--- src/rtl/uart_rx_pkg.sv ---
// Shared definitions for the UART receiver: state encoding and bit-period derivation.
package uart_rx_pkg;

  typedef enum logic [2:0] {
    IDLE   = 3'd0,
    START  = 3'd1,
    DATA   = 3'd2,
    STOP   = 3'd3,
    PARITY = 3'd4
  } state_t;

  function automatic int unsigned clks_per_bit(input int unsigned clk_freq,
                                               input int unsigned baud);
    return clk_freq / baud;
  endfunction

endpackage

--- src/rtl/uart_sync_2ff.sv ---
// Two-flop synchroniser for asynchronous inputs; resets to all ones (idle-high lines).
module uart_sync_2ff #(
  parameter int unsigned WIDTH = 1
) (
  input  logic             clk,
  input  logic             reset,
  input  logic [WIDTH-1:0] d,
  output logic [WIDTH-1:0] q
);

  logic [WIDTH-1:0] meta;

  always_ff @(posedge clk or posedge reset) begin
    if (reset) begin
      meta <= '1;
      q    <= '1;
    end else begin
      meta <= d;
      q    <= meta;
    end
  end

endmodule

--- src/rtl/uart_rx.sv ---
// 8N1 UART receiver with mid-bit sampling and one-cycle valid/error strobes.
// Define UART_RX_PARITY_EN to add an even-parity bit and the parity_err output.
module uart_rx
  import uart_rx_pkg::*;
#(
  parameter int unsigned CLK_FREQ     = 50_000_000,
  parameter int unsigned BAUD         = 115200,
  parameter int unsigned CLKS_PER_BIT = clks_per_bit(CLK_FREQ, BAUD)
) (
  input  logic       clk,
  input  logic       reset,
  input  logic       rx,
  output logic [7:0] rx_data,
  output logic       rx_valid,
  output logic       rx_busy,
  output logic       frame_err
`ifdef UART_RX_PARITY_EN
  ,
  output logic       parity_err
`endif
);

  generate
    if (CLKS_PER_BIT < 8) begin : g_cpb_check
      $error("uart_rx: CLKS_PER_BIT must be at least 8");
    end
  endgenerate

  localparam int unsigned CW = $clog2(CLKS_PER_BIT);
  localparam logic [CW-1:0] HALF_CNT = CW'(CLKS_PER_BIT / 2 - 1);
  localparam logic [CW-1:0] LAST_CNT = CW'(CLKS_PER_BIT - 1);

  state_t        state;
  logic          rxs;
  logic          rxs_prev;
  logic [CW-1:0] clk_cnt;
  logic [2:0]    bit_idx;
  logic [7:0]    shift;
`ifdef UART_RX_PARITY_EN
  logic          par_bit;
`endif

  uart_sync_2ff #(.WIDTH(1)) u_sync (
    .clk   (clk),
    .reset (reset),
    .d     (rx),
    .q     (rxs)
  );

  always_ff @(posedge clk or posedge reset) begin
    if (reset) begin
      state     <= IDLE;
      rxs_prev  <= 1'b1;
      clk_cnt   <= '0;
      bit_idx   <= '0;
      shift     <= '0;
      rx_data   <= '0;
      rx_valid  <= 1'b0;
      rx_busy   <= 1'b0;
      frame_err <= 1'b0;
`ifdef UART_RX_PARITY_EN
      par_bit    <= 1'b0;
      parity_err <= 1'b0;
`endif
    end else begin
      rxs_prev  <= rxs;
      rx_valid  <= 1'b0;
      frame_err <= 1'b0;
`ifdef UART_RX_PARITY_EN
      parity_err <= 1'b0;
`endif
      case (state)
        IDLE: begin
          clk_cnt <= '0;
          bit_idx <= '0;
          // Edge, not level: a held-low break line must not retrigger.
          if (rxs_prev && !rxs) begin
            state   <= START;
            rx_busy <= 1'b1;
          end
        end
        START: begin
          if (clk_cnt == HALF_CNT) begin
            clk_cnt <= '0;
            bit_idx <= '0;
            if (rxs) begin
              state   <= IDLE;
              rx_busy <= 1'b0;
            end else begin
              state <= DATA;
            end
          end else begin
            clk_cnt <= clk_cnt + 1'b1;
          end
        end
        DATA: begin
          if (clk_cnt == LAST_CNT) begin
            clk_cnt        <= '0;
            shift[bit_idx] <= rxs;
            if (bit_idx == 3'd7) begin
              bit_idx <= '0;
`ifdef UART_RX_PARITY_EN
              state   <= PARITY;
`else
              state   <= STOP;
`endif
            end else begin
              bit_idx <= bit_idx + 3'd1;
            end
          end else begin
            clk_cnt <= clk_cnt + 1'b1;
          end
        end
`ifdef UART_RX_PARITY_EN
        PARITY: begin
          if (clk_cnt == LAST_CNT) begin
            clk_cnt <= '0;
            par_bit <= rxs;
            state   <= STOP;
          end else begin
            clk_cnt <= clk_cnt + 1'b1;
          end
        end
`endif
        STOP: begin
          if (clk_cnt == LAST_CNT) begin
            clk_cnt <= '0;
            state   <= IDLE;
            rx_busy <= 1'b0;
            if (!rxs) begin
              frame_err <= 1'b1;
`ifdef UART_RX_PARITY_EN
            end else if (^{shift, par_bit}) begin
              parity_err <= 1'b1;
`endif
            end else begin
              rx_data  <= shift;
              rx_valid <= 1'b1;
            end
          end else begin
            clk_cnt <= clk_cnt + 1'b1;
          end
        end
        default: begin
          state   <= IDLE;
          clk_cnt <= '0;
          bit_idx <= '0;
          rx_busy <= 1'b0;
        end
      endcase
    end
  end

endmodule
--- config.mk ---
export PLATFORM = sky130hd
export DESIGN_NAME = uart_rx
export DESIGN_NICKNAME = d
export VERILOG_FILES = /design/src/rtl/uart_rx_pkg.sv /design/src/rtl/uart_sync_2ff.sv /design/src/rtl/uart_rx.sv
export SDC_FILE = /design/constraint.sdc
export NUM_CORES = 1
export LEC_CHECK = 0
export CAP_MARGIN = 20
export CORE_ASPECT_RATIO = 0.5
export CORE_MARGIN = 3
export CORE_UTILIZATION = 55
export CTS_BUF_LIST = sky130_fd_sc_hd__clkbuf_4
export DETAILED_ROUTE_END_ITERATION = 6
export GPL_ROUTABILITY_DRIVEN = 1
export GPL_TIMING_DRIVEN = 0
export PLACE_DENSITY = 0.76
export SETUP_SLACK_MARGIN = 0.1
export SKIP_LAST_GASP = 1
export SLEW_MARGIN = 0
export SYNTH_ARGS = -nofsm -noshare
export SYNTH_HDL_FRONTEND = slang
export SYNTH_SLANG_ARGS = --single-unit
--- constraint.sdc ---
create_clock -name clk -period 4.54 [get_ports clk]
set_clock_uncertainty 0.2 [all_clocks]
set_input_delay 0.681 -clock clk [delete_from_list [all_inputs] [get_ports clk]]
set_output_delay 0.681 -clock clk [all_outputs]
set_load 0.03 [all_outputs]
==> results by group, run 1 <==
Run status
  • Outcome: finished, final reports clean

Yosys
  • Area of the mapped netlist: 1697 um^2
  • Most used DFF post-synth: dfrtp_1
  • Biggest area consumer among synthesized cells: dfrtp_1
  • Yosys cell types: 31
  • Total of warnings raised by yosys: 0
  • Cells after Synth: 146
  • Mapped Nets: ~150
  • Main area contributors after synthesis: dfrtp_1 49%, mux2_1 11%, nor2_1 5.3%, dfstp_2 4.6%, ha_1 3.7%
  • Top cell type's share of synthesized area: 0.4867
  • EDFF count, synth: 0
  • Yosys reg bits: 36
  • Seq/Total Area, Yosys: 0.5332
  • Syn Area/Cell: between 10 and 15 um^2
  • Async SR Flop Fraction: 1.000

GRT
  • Top Usage Layer GRT: met2
  • GRT met3 Usage: 0.06193
  • Met1 Use GR: 0.2482
  • Largest net degree at the start of global routing: 26
  • Initial antenna violation count: 0
  • Total grt overflow: 0
  • First-pass GRT wire length: 5.478 mm
  • Global-route usage over all layers: 0.1921
  • Vias in the first global route: 1150
  • Routing usage on met2: 0.3064

Finish
  • Area Growth Syn to Fin: 16.74%
  • Commonest non-fill, non-tap cell in the layout: dfrtp_1
  • Diode count: 0
  • Share of cells above drive strength 1: 0.1131
  • Most frequent cells in the layout: 33 x dfrtp_1, 24 x nor2_1, 16 x mux2_1
  • Final nets: about 180

Placed design
  • Port Buffer Count: 13
  • DPL Wire Length: 2.254 mm
  • Gpl congestion: 0.8208
  • Post-Place Worst Slack: 2449 ps

Floorplanning
  • DIE AREA: ~3800 um^2
  • Initial core utilization: 0.6136
  • Cell row count: 13
  • Core Area: 2765 um^2
  • Die X: 84.55 um
  • Die Y: 45.28 um
  • Ports: 14

Setup path
  • CP delay by family, top: buffers and inverters
  • Crit path DAT: 1370 ps
  • Cell breakdown of the critical path: clkdlybuf4s50_1
  • WP data required: about 3700 ps
  • Max incr delay on CP: 670 ps
  • R2r setup slk: 2450 ps
  • Reg-to-reg endpoint: shift[4]$_DFFE_PP0P_
  • CP Capture Type: primary output
  • CP max FO: 2
  • Worst R2R Start: clk_cnt[1]$_DFF_PP0_
  • WS Path Type: reg -> out
  • Startpoint Class: register
  • Worst r2r path cells: 7
  • Sum of buffers and inverters on the critical path: 1
  • Slowest cell on crit path: clkdlybuf4s50_1

Timing
  • Tightest Pin Transition: 527.4 ps
  • Final Slew Violations: 0
  • Fmax: 443.6 MHz
  • Fin crit period: approximately 2300 ps
  • Setup ws final: 2286 ps
  • Setup TNS: 0 ps
  • Final Hold Viols: 0
  • Slew margin rel.: 0.6484
  • Final setup vio count: 0
  • RSZ-0062 raised after global routing: no
  • Fin crit share: 0.4965

Power
  • PwrDens: 362.7 nW/um^2
  • Leakage dissipation: about 0.9 nW
  • VDD IR-drop max: 0.0002889 V

Clock network
  • Hold buffers post-CTS: 0
  • Num CTS Buffers: 5
  • Clock sinks: 36
  • Clock Latency Late Sink: 340 ps
  • Root buffer cell: clkbuf_4
  • Worst-path clk slew: 100 ps
  • H-tree depth: 2
  • Max clock buf depth: 2
  • TritonCTS clock tree: built
  • Postcts setup bufs: 0
  • CTS-repair resized insts: 0

Worst hold path
  • Hold path startpoint: u_sync.meta$_DFF_PP1_
  • Hold Crit Depth: 0
  • Hold worst-path end: u_sync.q$_DFF_PP1_
  • Worst Hold Class: reg -> reg

Detailed routing
  • Post-DR vias/cell: ~5.6
  • 1st-pass router iterations: 4
  • Final ANT Viol Nets: 0
  • Drt total wl: 3.075 mm
  • WL per Instance: 15.00 um
  • DRC: 0
  • Vias: 1153
  • DR iter-0 viols: 34

Flow run
  • Maxcap violations: 0
[metrics by stage]
stage / power [mW] / area [um^2] / util / instances / hold slack (ps)
after global routing: 0.7548 / 1981 / 0.7163 / 205 / 173.3
final: 0.7184 / 1981 / 0.7163 / 205 / 170.8
after CTS: 0.7215 / 1981 / 0.7163 / 205 / 170.4
after floorplan: 0.4574 / 1697 / - / 146 / 145.2
after detailed placement: 0.4961 / 1901 / 0.6873 / 197 / 155.0
after global placement: 0.4893 / 1873 / 0.6774 / 196 / 145.9
[cells in the mapped netlist (3+ instances only)]
master and instances:
dfrtp_1 33, nor2_1 24, mux2_1 16, nand3_1 7, nor3_1 7, ha_1 5, inv_1 5, nand4_1 5
xnor2_1 5, clkbuf_1 4, a31oi_1 3, dfstp_2 3, nand2_1 3, nand4bb_1 3
[state kept, by name, indices dropped and copies added (netlist names)]
name	count
bit_idx	3
clk_cnt	9
frame_err	1
rx_busy	1
rx_data	8
rx_valid	1
rxs_prev	1
shift	8
state	2
u_sync.meta	1
u_sync.q	1
[layout make-up]
type | instances | area (um^2)
well taps | 37 | 46.29
plain buffers | 5 | 26.28
clock buffers | 6 | 45.04
fillers | 207 | 784.5
multi-input cells | 100 | 747.0
clock inverters | 2 | 35.03
repair buffers | 14 | 157.7
inverters | 5 | 18.77
flip-flops and latches | 36 | 904.6
[routing by layer]
layer  routed length, um  vias to the layer above
met1                1486                      564
met4                  44                        0
met5                   0                        -
met2                1415                       23
li1                    -                      559
met3                 128                        7
[where the power goes]
| group | switching, mW | total (mW) | leakage [nW] | internal, mW |
|---|---|---|---|---|
| clock | 0.107 | 0.228 | 0.0456 | 0.121 |
| combinational | 0.0668 | 0.116 | 0.394 | 0.0494 |
| sequential | 0.0280 | 0.374 | 0.482 | 0.346 |
[worst max-delay path by stage]
stage / startpoint / end / slack [ps] / cells after the start
after floorplan: clk_cnt[1]$_DFF_PP0_ / shift[4]$_DFFE_PP0P_ / 2610 / 7
after global placement: reset / rx_data[1]$_DFFE_PP0P_ / 2100 / 2
after detailed placement: clk_cnt[2]$_DFF_PP0_ / shift[4]$_DFFE_PP0P_ / 2450 / 5
after CTS: rx_data[6]$_DFFE_PP0P_ / rx_data[6] / 2270 / 1
after global routing: rx_data[6]$_DFFE_PP0P_ / rx_data[6] / 2220 / 1
final: rx_data[6]$_DFFE_PP0P_ / rx_data[6] / 2290 / 1
[cells by family (layout without fill, tap and decap cells)]
| kind of cell | after synthesis | after routing | synth area share |
|---|---|---|---|
| adders and majority gates | 5 | 5 | 0.03687 |
| and+or+nand+nor | 58 | 58 | 0.1903 |
| buffers and inverters | 10 | 32 | 0.02655 |
| muxes | 19 | 19 | 0.1327 |
| xor gates and xnor gates | 7 | 7 | 0.03614 |
| DFF | 36 | 36 | 0.5332 |
| AOI/OAI and AO/OA | 11 | 11 | 0.04425 |
No activity file was read; power rests on OpenSTA's default activity.
==> run 2, diff against run 1 <==
Settings changed: CORE_UTILIZATION 55 to 53, PLACE_DENSITY 0.76 to 0.77.
Clock period 4.54 ns to 1.86 ns, I/O delays scaled along.
==> results by group, run 2 (same netlist as run 1, synthesis figures left out) <==
Detailed routing
  • Post-DR vias/cell: approximately 5.6
  • Drt total wl: roughly 3.6 mm
  • WL per Instance: roughly 17 um
  • Final ANT Viol Nets: 0
  • Vias: 1225
  • DR iter-0 viols: 63
  • DRC: 0
  • 1st-pass router iterations: 5

Setup path
  • Worst r2r path cells: 7
  • CP max FO: 8
  • Crit path DAT: between 2000 and 2500 ps
  • Startpoint Class: register
  • Reg-to-reg endpoint: rx_data[0]$_DFFE_PP0P_
  • WP data required: 1880 ps
  • Crit path launch: clk_cnt[1]$_DFF_PP0_
  • WS Path Type: reg -> reg
  • Max incr delay on CP: 400 ps
  • Worst R2R Start: clk_cnt[1]$_DFF_PP0_
  • R2r setup slk: -150 ps
  • Slowest cell on crit path: dfrtp_1
  • Cell breakdown of the critical path: inv_2 > ha_4 > nand2_2 > or3_4 > buf_8 > nor2_8 > mux2_1
  • CP Capture Type: register

Run status
  • Failing checks: negative setup slack
  • Outcome: complete, but fails checks

Floorplanning
  • Core Area: 2814 um^2
  • Cell row count: 13
  • Ports: 14
  • DIE AREA: 3957 um^2
  • Die X: about 86 um
  • Die Y: 46.01 um
  • Initial core utilization: 0.6029

Worst hold path
  • Hold Crit Depth: 1
  • Worst Hold Class: in -> reg
  • Hold worst-path end: u_sync.meta$_DFF_PP1_
  • Hold path startpoint: rx

GRT
  • Initial antenna violation count: 0
  • Vias in the first global route: ~1.3k
  • Global-route usage over all layers: 0.2096
  • Total grt overflow: 0
  • First-pass GRT wire length: 6.161 mm
  • Largest net degree at the start of global routing: 20

Clock network
  • H-tree depth: 2
  • Max clock buf depth: 2
  • Hold buffers post-CTS: 0
  • TritonCTS clock tree: built
  • Worst-path clk slew: 110 ps
  • Num CTS Buffers: 5
  • Root buffer cell: clkbuf_4
  • Clock sinks: 36
  • Clock Latency Late Sink: 330 ps

Finish
  • Diode count: 0
  • Area occupied by registers: 908.4 um^2
  • Share of cells above drive strength 1: 0.3333
  • Area Growth Syn to Fin: 29.94%
  • Max reg flops: 9
  • Largest registers: clk_cnt x9, rx_data x8, shift x8
  • Post-route cell area: around 2200 um^2
  • Largest Register: clk_cnt
  • Most frequent cells in the layout: 30 x dfrtp_1, 20 x nor2_1, 11 x dlygate4sd2_1
  • Commonest non-fill, non-tap cell in the layout: dfrtp_1
  • Fill count: 174
  • Final nets: about 190
  • Area occupied by multi-input gates: 877.1 um^2

Power
  • Overall power: 1.899 mW
  • VDD IR-drop max: approximately 0.00081 V
  • PwrDens: 861.4 nW/um^2
  • Leakage dissipation: 1.031 nW

Timing
  • Final Hold Slack: between 150 and 200 ps
  • Tightest Pin Transition: 749.8 ps
  • Setup ws final: -147.5 ps
  • Final Hold Viols: 0
  • Final setup vio count: 29
  • Fmax: between 400 and 500 MHz
  • Slew margin rel.: 0.4996
  • Fin crit period: 2008 ps
  • Final Slew Violations: 0
  • RSZ-0062 raised after global routing: yes
  • Fin crit share: 1.079

Placed design
  • DPL Wire Length: 2.233 mm
  • Placement Cell Area: 1928 um^2
  • Port Buffer Count: 13
  • Gpl congestion: about 0.84

Flow run
  • Maxcap violations: 0
run 2: cell count changes in the layout (fill, tap and decap cells not counted), moves of 3 or more:
cell,previous run,this run
mux2_4,0,7
mux2_1,16,9
clkdlybuf4s50_1,13,2
nor3_1,7,1
dfrtp_1,33,30
nor2_1,24,20
dlygate4sd2_1,0,11
nor3_2,0,6
buf_4,0,10
dfrtp_2,0,3
run 2: worst max-delay path by stage:
stage	slack [ps]	end
6_report	-150	rx_data[0]$_DFFE_PP0P_
5_1_grt	-240	rx_data[6]$_DFFE_PP0P_
4_1_cts	-140	rx_data[3]$_DFFE_PP0P_
3_5_place_dp	-190	rx_data[2]$_DFFE_PP0P_
3_3_place_gp	-180	rx_data[4]$_DFFE_PP0P_
2_1_floorplan	-40	rx_data[0]$_DFFE_PP0P_
run 2: critical path: cells and delay by family (launching register included):
| family | cells | cell delay, ps |
|---|---|---|
| flops | 1 | 400 |
| mux | 1 | 340 |
| simple gates | 3 | 590 |
| fa+ha+maj | 1 | 130 |
| buf+inv | 2 | 240 |
run 2: layer usage:
metal / global-route usage / routed length [um] / vias to the layer above
met2: 0.3629 / 1727 / 29
met3: 0.06859 / 156 / 4
met4: 0.05678 / 36 / 0
li1: - / - / 581
met1: 0.2583 / 1660 / 611
met5: 0 / 0 / -
run 2: metrics by stage:
step                        util  setup WS, ps  TNS [ps]  cells
after floorplan                -        -40.16    -384.7    146
after global placement    0.6754        -179.4     -7876    196
after detailed placement  0.6852        -192.8     -2732    197
after CTS                 0.7643        -143.2     -1611    217
after global routing      0.7835        -235.8     -4427    217
final                     0.7835        -147.5     -2321    217
run 2: area by class of cell:
class                   instances  share of cell area
inverters                       5            0.008513
flip-flops and latches         36              0.4120
repair buffers                 27              0.1118
multi-input cells             100              0.3978
clock inverters                 3             0.01930
well taps                      37             0.02100
clock buffers                   5             0.01703
plain buffers                   4             0.01249
run 2: where the power goes:
group / switching, mW / total (mW) / internal (mW)
Clock: 0.258 / 0.539 / 0.280
Combinational: 0.249 / 0.464 / 0.215
Sequential: 0.0487 / 0.896 / 0.847
Total: 0.556 / 1.90 / 1.34
run 2: repair_timing:
action	in CTS	in global routing
setup endpoints to repair	41	31
hold endpoints to repair	0	0
gates cloned	1	0
gates resized for setup	30	11
pin swaps	6	1
setup buffers	12	0
==> edit, RTL diff (settings of run 1) <==
The 5 states of `state_t` get a one-hot encoding in 5 bits.
--- a/src/rtl/uart_rx_pkg.sv
+++ b/src/rtl/uart_rx_pkg.sv
@@ -1,12 +1,12 @@
 // Shared definitions for the UART receiver: state encoding and bit-period derivation.
 package uart_rx_pkg;
 
-  typedef enum logic [2:0] {
-    IDLE   = 3'd0,
-    START  = 3'd1,
-    DATA   = 3'd2,
-    STOP   = 3'd3,
-    PARITY = 3'd4
+  typedef enum logic [4:0] {
+    IDLE   = 5'b00001,
+    START  = 5'b00010,
+    DATA   = 5'b00100,
+    STOP   = 5'b01000,
+    PARITY = 5'b10000
   } state_t;
 
   function automatic int unsigned clks_per_bit(input int unsigned clk_freq,
Check against the original RTL: same outputs for any inputs over 10 cycles, from zero or initial values and one cycle with reset high; not proved beyond that.
==> edit against run 1 <==
- area after synthesis grew 3.2%
- sequential cell count grew 2
- wire length is essentially flat
- register-to-register slack lost 0.36 ns
- power shrank 13%
- highest routed layer unchanged
- largest power group unchanged
- largest cell class unchanged
- core utilization grew 0.15 points
- cell area grew 1.4%
- setup slack lost 0.19 ns
==> edit: results (changes against run 1) <==
** Route
- The met2 wire length was 1.42 mm (about the same).
- DRC violation total after the first TritonRoute iteration :: 44 (was 34)
- Met3 Wirelength :: 150 microns (was 128 microns)
- The total routed wire length on the met1 layer was 1.45 mm (was 1.49 mm).
- The via-per-instance ratio was 5.80 (was 5.62).
- Routed wire length :: 3.07 mm (was 3.08 mm)

** Logic synthesis
- The mux cell area share after synthesis came to 10.3% (was 13.3%).
- The fraction of the yosys area taken by sequential cells was 54.6% (was 53.3%).
- Number of nets in the synthesized netlist :: 150 (was 154)
- Adder and majority gate portion of the synthesized area :: 3.57% (was 3.69%)
- Cell types with the highest counts after synthesis: sky130_fd_sc_hd__dfrtp_1, sky130_fd_sc_hd__nor2_1, sky130_fd_sc_hd__mux2_2, sky130_fd_sc_hd__nand3_1, sky130_fd_sc_hd__ha_1 (was sky130_fd_sc_hd__dfrtp_1, sky130_fd_sc_hd__nor2_1, sky130_fd_sc_hd__mux2_1, sky130_fd_sc_hd__nand3_1, sky130_fd_sc_hd__nor3_1).
- The fraction of the mapped netlist area in compound gates is 6.86% (was 4.42%).
- Count of cell types in the netlist :: 40 (was 31)
- The post-synthesis xor/xnor area fraction is 3.50% (was 3.61%).
- Biggest area contributors in the synthesized netlist :: sky130_fd_sc_hd__dfrtp_1, sky130_fd_sc_hd__mux2_2, sky130_fd_sc_hd__dfstp_2, sky130_fd_sc_hd__ha_1, sky130_fd_sc_hd__nor2_1 (was sky130_fd_sc_hd__dfrtp_1, sky130_fd_sc_hd__mux2_1, sky130_fd_sc_hd__nor2_1, sky130_fd_sc_hd__dfstp_2, sky130_fd_sc_hd__ha_1)

** Finish
- The fraction of layout instances using a drive strength above 1 is 22.0% (was 11.3%).
- The antenna diode instance count came to 0 (unchanged).
- Fin nets :: 171 (was 175)
- Top Registers: clk_cnt x9, rx_data x8, shift x8 (unchanged).

** Global routing
- Global-route wire length before repair :: 5.26 mm (was 5.48 mm)
- The number of antenna violations at the first check in global routing was 0 (unchanged).
- Vias in the first global route :: 1138 (was 1150)
- The total global-route track usage was 18.2% (was 19.2%).

** Setup path
- Register-to-register path setup slack :: 2.09 ns (was 2.45 ns)
- Kind of end point of the critical path :: register (was output port)
- The worst path arrival time was 2.47 ns (was 1.37 ns).
- Crit Path Max Fanout :: 9 (was 2)
- The reg-to-reg critical path endpoint is clk_cnt[8] (was shift[4]).
- The worst setup path startpoint was clk_cnt[1] (was rx_data[6]).

** Placed design
- The final weighted congestion of routability-driven global placement was 0.811 (was 0.821).
- Port bufs :: 13 (unchanged)
- The half-perimeter wire length of the detailed placement result came to 2.18 mm (was 2.25 mm).

** STA
- The setup TNS came to 0 ns (unchanged).
- The normalized max-slew margin was 58.3% (was 64.8%).

** Power
- The net switching power figure is 0.000168 W (was 0.000202 W).
- Leakage component of the power :: 0.889 nW (was 0.921 nW)
- The highest ir drop seen on vdd is 0.000235 V (was 0.000289 V).

** Clock tree
- The number of buffers created by CTS came to 5 (unchanged).
- Clock-pin slew of the registers on the worst-case setup and hold paths :: 0.11 ns

** Status
- Run status :: completed (unchanged)
[edit: metrics by stage]
stage	instances	setup WS [ns]	instance area (sq um)	hold slack, ns
floorplan	142	2.22	1750	0.145
global placement	192	2.03	1930	0.147
detailed placement	193	2.10	1950	0.149
CTS	201	2.09	2010	0.164
global route	201	1.88	2010	0.166
finish	201	2.09	2010	0.164
[edit: kinds of logic after synthesis]
group	count (synthesis)
AND/OR/NAND/NOR	50
flip-flops	38
AO/OA/AOI/OAI	16
multiplexers	16
buffers and inverters	10
XOR/XNOR	7
adder cells (fa/ha/maj)	5
[edit: layout make-up]
cell class,count,area (sq um)
clock inverter,2,8.76
timing repair buffer,14,158
tap,37,46.3
fill,203,790
multi-input combinational,94,754
buffer,6,25.0
clock buffer,6,45.0
inverter,4,15.0
sequential,38,956
[edit: worst min path at each step]
stage / from / endpoint / slack, ns / depth (start not counted)
final: u_sync.meta / u_sync.q / 0.16 / 0
after global placement: u_sync.meta / u_sync.q / 0.15 / 0
after floorplan: u_sync.meta / u_sync.q / 0.15 / 0
after CTS: u_sync.meta / u_sync.q / 0.16 / 0
after detailed placement: u_sync.meta / u_sync.q / 0.15 / 0
after global routing: u_sync.meta / u_sync.q / 0.17 / 0
[edit: layer usage]
layer / vias up / global-route usage, %
met3: 9 / 6.32
met5: - / 0
met1: 581 / 23.2
met2: 23 / 29.3
met4: 0 / 6.62
li1: 552 / -
[edit: critical path, cell delays in order (launching register included)]
cell	delay, ns
sky130_fd_sc_hd__dfrtp_1	0.41
sky130_fd_sc_hd__inv_1	0.09
sky130_fd_sc_hd__ha_1	0.16
sky130_fd_sc_hd__nand4b_1	0.25
sky130_fd_sc_hd__o21ai_0	0.59
sky130_fd_sc_hd__o211a_1	0.24
sky130_fd_sc_hd__clkbuf_1	0.30
sky130_fd_sc_hd__nor2_1	0.09
[edit: power by group through the flow]
stage               Sequential (W)  Combinational [W]  Clock (W)
floorplan                 0.000382          0.0000485          0
global placement          0.000375          0.0000775          0
detailed placement        0.000378          0.0000838          0
CTS                       0.000372          0.0000840   0.000175
global route              0.000375          0.0000916   0.000188
finish                    0.000372          0.0000825   0.000172
